===== src/rtl/hazard_stall_unit_pkg.sv =====
// Shared pipeline definitions for the hazard/stall control block.
package hazard_stall_unit_pkg;

    typedef enum logic [1:0] {
        StRun,
        StMemWait,
        StFlush
    } hz_state_e;

    localparam logic [4:0]  REG_ZERO = 5'd0;
    // addi x0, x0, 0 -- what a bubbled stage register carries
    localparam logic [31:0] NOP      = 32'h0000_0013;

    function automatic logic load_use_hit(
        input logic       mem_read,
        input logic [4:0] rd,
        input logic [4:0] rs1,
        input logic [4:0] rs2,
        input logic       uses_rs2
    );
        return mem_read && (rd != REG_ZERO) && ((rd == rs1) || (uses_rs2 && (rd == rs2)));
    endfunction

endpackage


===== src/rtl/hazard_stall_unit_if.sv =====
// Pipeline-to-hazard-unit signal bundle; master is the pipeline side, slave the hazard unit.
interface hazard_stall_unit_if #(
    parameter int unsigned CNT_W = 32
);

    logic [4:0]       Rs1_IF_ID;
    logic [4:0]       Rs2_IF_ID;
    logic             uses_rs2_IF_ID;
    logic [4:0]       Rd_ID_EXE;
    logic             mem_read_ID_EXE;
    logic             branch_taken;
    logic             dmem_req;
    logic             dmem_ack;

    logic             pc_write;
    logic             if_id_write;
    logic             id_exe_write;
    logic             exe_mem_write;
    logic             id_exe_bubble;
    logic             mem_wb_bubble;
    logic             if_id_flush;
    logic             id_exe_flush;
    logic [CNT_W-1:0] stall_cycles;
    logic [CNT_W-1:0] flush_cycles;
    logic             err_timeout;

    modport master (
        output Rs1_IF_ID, Rs2_IF_ID, uses_rs2_IF_ID, Rd_ID_EXE, mem_read_ID_EXE,
               branch_taken, dmem_req, dmem_ack,
        input  pc_write, if_id_write, id_exe_write, exe_mem_write, id_exe_bubble,
               mem_wb_bubble, if_id_flush, id_exe_flush, stall_cycles, flush_cycles,
               err_timeout
    );

    modport slave (
        input  Rs1_IF_ID, Rs2_IF_ID, uses_rs2_IF_ID, Rd_ID_EXE, mem_read_ID_EXE,
               branch_taken, dmem_req, dmem_ack,
        output pc_write, if_id_write, id_exe_write, exe_mem_write, id_exe_bubble,
               mem_wb_bubble, if_id_flush, id_exe_flush, stall_cycles, flush_cycles,
               err_timeout
    );

endinterface


===== src/rtl/sat_counter.sv =====
// Event counter that sticks at all-ones instead of wrapping.
module sat_counter #(
    parameter int unsigned CNT_W = 32
) (
    input  logic             clk,
    input  logic             arst,
    input  logic             inc,
    output logic [CNT_W-1:0] count
);

    logic [CNT_W-1:0] count_q, count_d;

    always_comb begin
        count_d = count_q;
        if (inc && (count_q != '1)) begin
            count_d = count_q + CNT_W'(1);
        end
    end

    always_ff @(posedge clk or posedge arst) begin
        if (arst) begin
            count_q <= '0;
        end else begin
            count_q <= count_d;
        end
    end

    assign count = count_q;

endmodule


===== src/rtl/hazard_stall_unit.sv =====
// Stall/bubble/flush control for the 5-stage pipeline: load-use, dmem waits, branch flush.
module hazard_stall_unit
    import hazard_stall_unit_pkg::*;
#(
    parameter int unsigned BRANCH_PENALTY = 2,
    parameter int unsigned MEM_TIMEOUT    = 64,
    parameter int unsigned CNT_W          = 32
) (
    input  logic                clk,
    input  logic                arst,
    hazard_stall_unit_if.slave  hz
);

    localparam int unsigned       WaitW     = $clog2(MEM_TIMEOUT);
    localparam logic [WaitW-1:0]  WaitLast  = WaitW'(MEM_TIMEOUT - 1);
    localparam logic [2:0]        FlushInit = 3'(BRANCH_PENALTY - 1);

    hz_state_e        state_q, state_d;
    logic [2:0]       flush_cnt_q, flush_cnt_d;
    logic [WaitW-1:0] wait_cnt_q, wait_cnt_d;
    logic             err_q, err_d;

    logic mem_wait;
    logic load_use;

    assign mem_wait = hz.dmem_req && !hz.dmem_ack;
    assign load_use = load_use_hit(hz.mem_read_ID_EXE, hz.Rd_ID_EXE, hz.Rs1_IF_ID,
                                   hz.Rs2_IF_ID, hz.uses_rs2_IF_ID);

    always_comb begin
        hz.pc_write      = 1'b1;
        hz.if_id_write   = 1'b1;
        hz.id_exe_write  = 1'b1;
        hz.exe_mem_write = 1'b1;
        hz.id_exe_bubble = 1'b0;
        hz.mem_wb_bubble = 1'b0;
        hz.if_id_flush   = 1'b0;
        hz.id_exe_flush  = 1'b0;
        state_d          = state_q;
        flush_cnt_d      = flush_cnt_q;
        wait_cnt_d       = '0;
        err_d            = err_q;

        if (mem_wait) begin
            // Whole pipe frozen; a pending flush keeps its remaining count.
            hz.pc_write      = 1'b0;
            hz.if_id_write   = 1'b0;
            hz.id_exe_write  = 1'b0;
            hz.exe_mem_write = 1'b0;
            hz.mem_wb_bubble = 1'b1;
            state_d          = StMemWait;
            if (wait_cnt_q == WaitLast) begin
                err_d = 1'b1;
            end else begin
                wait_cnt_d = wait_cnt_q + WaitW'(1);
            end
        end else if (hz.branch_taken) begin
            hz.if_id_flush  = 1'b1;
            hz.id_exe_flush = 1'b1;
            flush_cnt_d     = FlushInit;
            state_d         = (FlushInit != 3'd0) ? StFlush : StRun;
        end else begin
            unique case (state_q)
                StMemWait: begin
                    state_d = (flush_cnt_q != 3'd0) ? StFlush : StRun;
                end
                StFlush: begin
                    hz.if_id_flush  = 1'b1;
                    hz.id_exe_flush = 1'b1;
                    flush_cnt_d     = flush_cnt_q - 3'd1;
                    if (flush_cnt_q <= 3'd1) begin
                        flush_cnt_d = 3'd0;
                        state_d     = StRun;
                    end
                end
                StRun: begin
                    if (load_use) begin
                        hz.pc_write      = 1'b0;
                        hz.if_id_write   = 1'b0;
                        hz.id_exe_bubble = 1'b1;
                    end
                end
                default: begin
                    state_d     = StRun;
                    flush_cnt_d = 3'd0;
                end
            endcase
        end
    end

    always_ff @(posedge clk or posedge arst) begin
        if (arst) begin
            state_q     <= StRun;
            flush_cnt_q <= 3'd0;
            wait_cnt_q  <= '0;
            err_q       <= 1'b0;
        end else begin
            state_q     <= state_d;
            flush_cnt_q <= flush_cnt_d;
            wait_cnt_q  <= wait_cnt_d;
            err_q       <= err_d;
        end
    end

    assign hz.err_timeout = err_q;

    sat_counter #(
        .CNT_W (CNT_W)
    ) u_stall_cnt (
        .clk   (clk),
        .arst  (arst),
        .inc   (!hz.pc_write),
        .count (hz.stall_cycles)
    );

    sat_counter #(
        .CNT_W (CNT_W)
    ) u_flush_cnt (
        .clk   (clk),
        .arst  (arst),
        .inc   (hz.if_id_flush),
        .count (hz.flush_cycles)
    );

endmodule


===== src/flat_wrapper.sv =====
// flat-port wrapper written by rule: the top's interface ports become plain ports
module hazard_stall_unit_flat import hazard_stall_unit_pkg::*;
#(
    parameter int unsigned BRANCH_PENALTY = 2,
    parameter int unsigned MEM_TIMEOUT    = 64,
    parameter int unsigned CNT_W          = 32
)
  (clk, arst, hz_Rs1_IF_ID, hz_Rs2_IF_ID, hz_uses_rs2_IF_ID, hz_Rd_ID_EXE, hz_mem_read_ID_EXE, hz_branch_taken, hz_dmem_req, hz_dmem_ack, hz_pc_write, hz_if_id_write, hz_id_exe_write, hz_exe_mem_write, hz_id_exe_bubble, hz_mem_wb_bubble, hz_if_id_flush, hz_id_exe_flush, hz_stall_cycles, hz_flush_cycles, hz_err_timeout);
  hazard_stall_unit_if #(.CNT_W(CNT_W)) hz_i ();
  input  logic clk;
  input  logic arst;
  input wire logic [$bits(hz_i.Rs1_IF_ID)-1:0] hz_Rs1_IF_ID;
  input wire logic [$bits(hz_i.Rs2_IF_ID)-1:0] hz_Rs2_IF_ID;
  input wire logic [$bits(hz_i.uses_rs2_IF_ID)-1:0] hz_uses_rs2_IF_ID;
  input wire logic [$bits(hz_i.Rd_ID_EXE)-1:0] hz_Rd_ID_EXE;
  input wire logic [$bits(hz_i.mem_read_ID_EXE)-1:0] hz_mem_read_ID_EXE;
  input wire logic [$bits(hz_i.branch_taken)-1:0] hz_branch_taken;
  input wire logic [$bits(hz_i.dmem_req)-1:0] hz_dmem_req;
  input wire logic [$bits(hz_i.dmem_ack)-1:0] hz_dmem_ack;
  output wire logic [$bits(hz_i.pc_write)-1:0] hz_pc_write;
  output wire logic [$bits(hz_i.if_id_write)-1:0] hz_if_id_write;
  output wire logic [$bits(hz_i.id_exe_write)-1:0] hz_id_exe_write;
  output wire logic [$bits(hz_i.exe_mem_write)-1:0] hz_exe_mem_write;
  output wire logic [$bits(hz_i.id_exe_bubble)-1:0] hz_id_exe_bubble;
  output wire logic [$bits(hz_i.mem_wb_bubble)-1:0] hz_mem_wb_bubble;
  output wire logic [$bits(hz_i.if_id_flush)-1:0] hz_if_id_flush;
  output wire logic [$bits(hz_i.id_exe_flush)-1:0] hz_id_exe_flush;
  output wire logic [$bits(hz_i.stall_cycles)-1:0] hz_stall_cycles;
  output wire logic [$bits(hz_i.flush_cycles)-1:0] hz_flush_cycles;
  output wire logic [$bits(hz_i.err_timeout)-1:0] hz_err_timeout;
  assign hz_i.Rs1_IF_ID = hz_Rs1_IF_ID;
  assign hz_i.Rs2_IF_ID = hz_Rs2_IF_ID;
  assign hz_i.uses_rs2_IF_ID = hz_uses_rs2_IF_ID;
  assign hz_i.Rd_ID_EXE = hz_Rd_ID_EXE;
  assign hz_i.mem_read_ID_EXE = hz_mem_read_ID_EXE;
  assign hz_i.branch_taken = hz_branch_taken;
  assign hz_i.dmem_req = hz_dmem_req;
  assign hz_i.dmem_ack = hz_dmem_ack;
  assign hz_pc_write = hz_i.pc_write;
  assign hz_if_id_write = hz_i.if_id_write;
  assign hz_id_exe_write = hz_i.id_exe_write;
  assign hz_exe_mem_write = hz_i.exe_mem_write;
  assign hz_id_exe_bubble = hz_i.id_exe_bubble;
  assign hz_mem_wb_bubble = hz_i.mem_wb_bubble;
  assign hz_if_id_flush = hz_i.if_id_flush;
  assign hz_id_exe_flush = hz_i.id_exe_flush;
  assign hz_stall_cycles = hz_i.stall_cycles;
  assign hz_flush_cycles = hz_i.flush_cycles;
  assign hz_err_timeout = hz_i.err_timeout;
  hazard_stall_unit #(.BRANCH_PENALTY(BRANCH_PENALTY), .MEM_TIMEOUT(MEM_TIMEOUT), .CNT_W(CNT_W)) u_core (.clk(clk), .arst(arst), .hz(hz_i));
endmodule

===== config.mk =====
export PLATFORM = sky130hd
export DESIGN_NAME = hazard_stall_unit_flat
export DESIGN_NICKNAME = d
export VERILOG_FILES = /design/src/rtl/hazard_stall_unit_pkg.sv /design/src/rtl/hazard_stall_unit_if.sv /design/src/rtl/sat_counter.sv /design/src/rtl/hazard_stall_unit.sv /design/src/flat_wrapper.sv
export SDC_FILE = /design/constraint.sdc
export NUM_CORES = 1
export LEC_CHECK = 0
export CAP_MARGIN = 20
export CORE_ASPECT_RATIO = 2
export CORE_MARGIN = 8
export CORE_UTILIZATION = 50
export CTS_BUF_LIST = sky130_fd_sc_hd__clkbuf_16
export DETAILED_ROUTE_END_ITERATION = 16
export PLACE_DENSITY = 0.8
export RECOVER_POWER = 100
export REMOVE_ABC_BUFFERS = 1
export SYNTH_ARGS = -nofsm -noshare
export SYNTH_HDL_FRONTEND = slang
export SYNTH_SLANG_ARGS = --single-unit

===== constraint.sdc =====
create_clock -name clk -period 4.4 [get_ports clk]
set_input_delay 0.66 -clock clk [delete_from_list [all_inputs] [get_ports clk]]
set_output_delay 0.66 -clock clk [all_outputs]
set_load 0.01 [all_outputs]

==> out/metrics.csv <==
stage;metric;value;unit
run_status;status;finished, violations left;
run_status;failed_checks;capacitance limit, slew limit;
critical_path;path_common_cell;dlygate4sd3_1;
clock_network;clk_pin_slew;0.05;ns
grt;grt.total_usage;0.172;
clock_network;cts.htree.levels;3;
synthesis;synth_flop_cell;dfrtp_1;
critical_path;r2r_slack;1.64;ns
min_path;hold_end;u_core.wait_cnt_q[0];
min_path;holdPathStages;1;
timing;skew;0.00531;ns
timing;setup_tns;0;ns
grt;antenna_found_initial;0;
synthesis;synthTopCellsByArea;dfrtp_1 49%, xnor2_1 12%, xor2_1 4.5%;
placement;dp_hpwl;6990;um
routing;route.detailed.drc;0;
placement;io_buffers;94;
synthesis;mappedNetlistArea;3860;sq um
critical_path;max_stage_delay;0.70;ns
synthesis;ys_ff_latch;76;
layout;nets;485;
clock_network;ctsResizeCount;0;
timing;relSlewSlack;-0.114;
routing;vias;3071;
timing;hold_violations;0;
clock_network;ctsLongestPathBuffers;2;
synthesis;synth_area_leader_cell;dfrtp_1;
die;start_util;0.512;
routing;dr.pass1.iters;5;
routing;finalWirelength;9120;um
synthesis;ys_seq_area_frac;0.493;
timing;finalCritPeriodShare;0.876;
timing;tightest_slew;1.67;ns
power_and_ir_drop;p_leak;2.42;nW
clock_network;clk_latency;0.33;ns
placement;place_inst;540;
grt;grt_max_degree;45;
grt;grt_pass1_vias;3169;
layout;utilization;0.682;
layout;areaGrowthSynthToFinish;33.2;%
synthesis;netlist_top_cells_count;76 x dfrtp_1, 55 x xnor2_1, 30 x nand2_1, 25 x nand3_1, 23 x nand4_1;
critical_path;start_kind;input pin;
die;rows;45;
layout;fillCellCount;612;
clock_network;tritoncts;built;
critical_path;crit-reg2reg-launch;u_core.state_q[1];
layout;final_cells;555;
clock_network;clock-root-buffer;clkbuf_16;
die;die_h;140;um
placement;postPlaceCellArea;4840;sq um
critical_path;worstPathArrival;3.20;ns
critical_path;cp_slowest_cell;dlygate4sd3_1;
timing;whs;0.465;ns
layout;regArea;1900;sq um
routing;antenna_left;0;
die;core_area;7540;sq um
layout;design_area;5140;sq um
routing;wire_per_inst;16.4;um
timing;final-max-slew-violation-count;45;
clock_network;cts_hold_buf;0;
synthesis;synth_cell_types;47;
layout;multiInputGateArea;1800;sq um
timing;max_freq;259;MHz
power_and_ir_drop;p_per_area;379;nW/um^2
grt;grt_pass1_wl;15000;um
critical_path;path_class;input pin to primary output;
min_path;worstHoldStart;u_core.wait_cnt_q[0];
power_and_ir_drop;peakVddDrop;0.000249;V
layout;drive_gt1_frac;0.0542;
synthesis;yosysMostFrequentCell;dfrtp_1;
synthesis;yosysWarningCount;0;
timing;rsz0062_at_grt;no;
run;cap_viol_max_count;1;
clock_network;cts-buffers-inserted;9;
critical_path;cp-end-kind;primary output;
timing;period_needed;3.86;ns
die;die_w;78.1;um
timing;setup-violations-final;0;
critical_path;timing.rr.end;u_core.u_stall_cnt.count[1];
clock_network;cts.sinks;76;
synthesis;synth-edff-count;0;
die;die_area;11000;sq um
routing;avgViaCountPerCell;5.53;
layout;diodes;0;
critical_path;required;3.74;ns
synthesis;yosysTopAreaCellShare;0.493;
routing;drt_iter0_drc;117;
synthesis;async_flop_share;1.00;
critical_path;path_cells;dlygate4sd3_1 > or4_1 > o21a_1 > a21oi_1 > dlygate4sd3_1;
min_path;hp-class;flip-flop to flip-flop;
clock_network;post_cts_buffers;0;
synthesis;synthCells;361;
grt;grt_overflow;0;
synthesis;syn_avg_cell_area;10.7;sq um
critical_path;r2r_cells;5;
die;io_pins;95;
placement;globalplace.congestion;0.817;
critical_path;crit_fanout;9;
## through the flow
| step | power (mW) | worst slack, ns |
|---|---|---|
| 4_1_cts | 2.01 | 0.868 |
| 6_report | 1.95 | 0.544 |
| 3_5_place_dp | 1.19 | 0.876 |
| 3_3_place_gp | 1.17 | 0.909 |
| 2_1_floorplan | 0.995 | 1.80 |
| 5_1_grt | 2.03 | 0.438 |
## cell type report
| cell class | instances | share of cell area |
|---|---|---|
| clock buffer | 9 | 0.0438 |
| clock inverter | 6 | 0.0202 |
| inverter | 14 | 0.0102 |
| multi-input combinational | 261 | 0.349 |
| sequential | 76 | 0.370 |
| tap | 94 | 0.0229 |
| timing repair buffer | 95 | 0.184 |
## power breakdown
group          switching [mW]  internal (mW)
Combinational           0.140          0.159
Clock                   0.275          0.546
Sequential             0.0713          0.759
Total                   0.486           1.46
## metal layers
| metal | global-route usage | share of wire | vias up |
|---|---|---|---|
| met5 | 0 | 0 | - |
| met4 | 0.114 | 0.039 | 0 |
| met3 | 0.0571 | 0.071 | 29 |
| met2 | 0.292 | 0.52 | 117 |
| met1 | 0.171 | 0.36 | 1476 |
| li1 | - | - | 1449 |
## layout by cell type (no fill, tap or decap), types with 2 or more instances in the layout
cell	synthesis	routed
nor2_1	22	22
nand2_1	30	30
clkdlybuf4s50_1	0	17
nor4_1	8	8
bufinv_16	0	3
a21oi_1	6	7
dfrtp_1	76	76
or4_1	2	2
and2_1	5	3
nand4_1	23	23
nor3_1	5	5
nand3_1	25	25
nand2b_1	3	3
nor3_2	2	2
xor2_1	20	20
dlygate4sd3_1	0	77
o21bai_1	2	2
clkbuf_16	0	9
clkinv_2	0	2
inv_1	13	14
ha_1	6	6
o21ai_0	5	7
and2_0	0	3
nand4_4	2	2
xnor2_1	55	55
and4_1	4	4
and3_1	14	14
## how the worst max path moves through the flow
stage | start | endpoint | slack (ns) | depth (start not counted)
after floorplan | arst | u_core.flush_cnt_q[0] | 1.80 | 1
after global placement | hz_Rd_ID_EXE[0] | hz_pc_write | 0.91 | 5
after detailed placement | hz_Rd_ID_EXE[0] | hz_pc_write | 0.88 | 5
after CTS | hz_Rd_ID_EXE[0] | hz_pc_write | 0.87 | 5
after global routing | hz_Rd_ID_EXE[0] | hz_pc_write | 0.44 | 5
final | hz_Rd_ID_EXE[0] | hz_pc_write | 0.54 | 5
## state kept, by name, indices dropped and copies added, names as in the netlist
register                  flops
u_core.u_flush_cnt.count     32
u_core.u_stall_cnt.count     32
u_core.wait_cnt_q             6
u_core.flush_cnt_q            3
u_core.state_q                2
u_core.hz.err_timeout         1
## critical path: cells and delay by family
family,cells,cell delay (ns)
buffers and inverters,2,1.29
AO/OA/AOI/OAI,2,0.68
AND/OR/NAND/NOR,1,0.56
## cells by family (layout without fill, tap and decap cells)
group                    Yosys count  in the layout  share of synthesized area
XOR/XNOR                          75             75                      0.170
multiplexers                       2              2                    0.00680
flip-flops                        76             76                      0.493
AND/OR/NAND/NOR                  154            154                      0.236
AO/OA/AOI/OAI                     24             24                     0.0402
adder cells (fa/ha/maj)            6              6                     0.0194
buffers and inverters             24            124                     0.0353
Note: power is estimated with default switching activity, not from simulation.
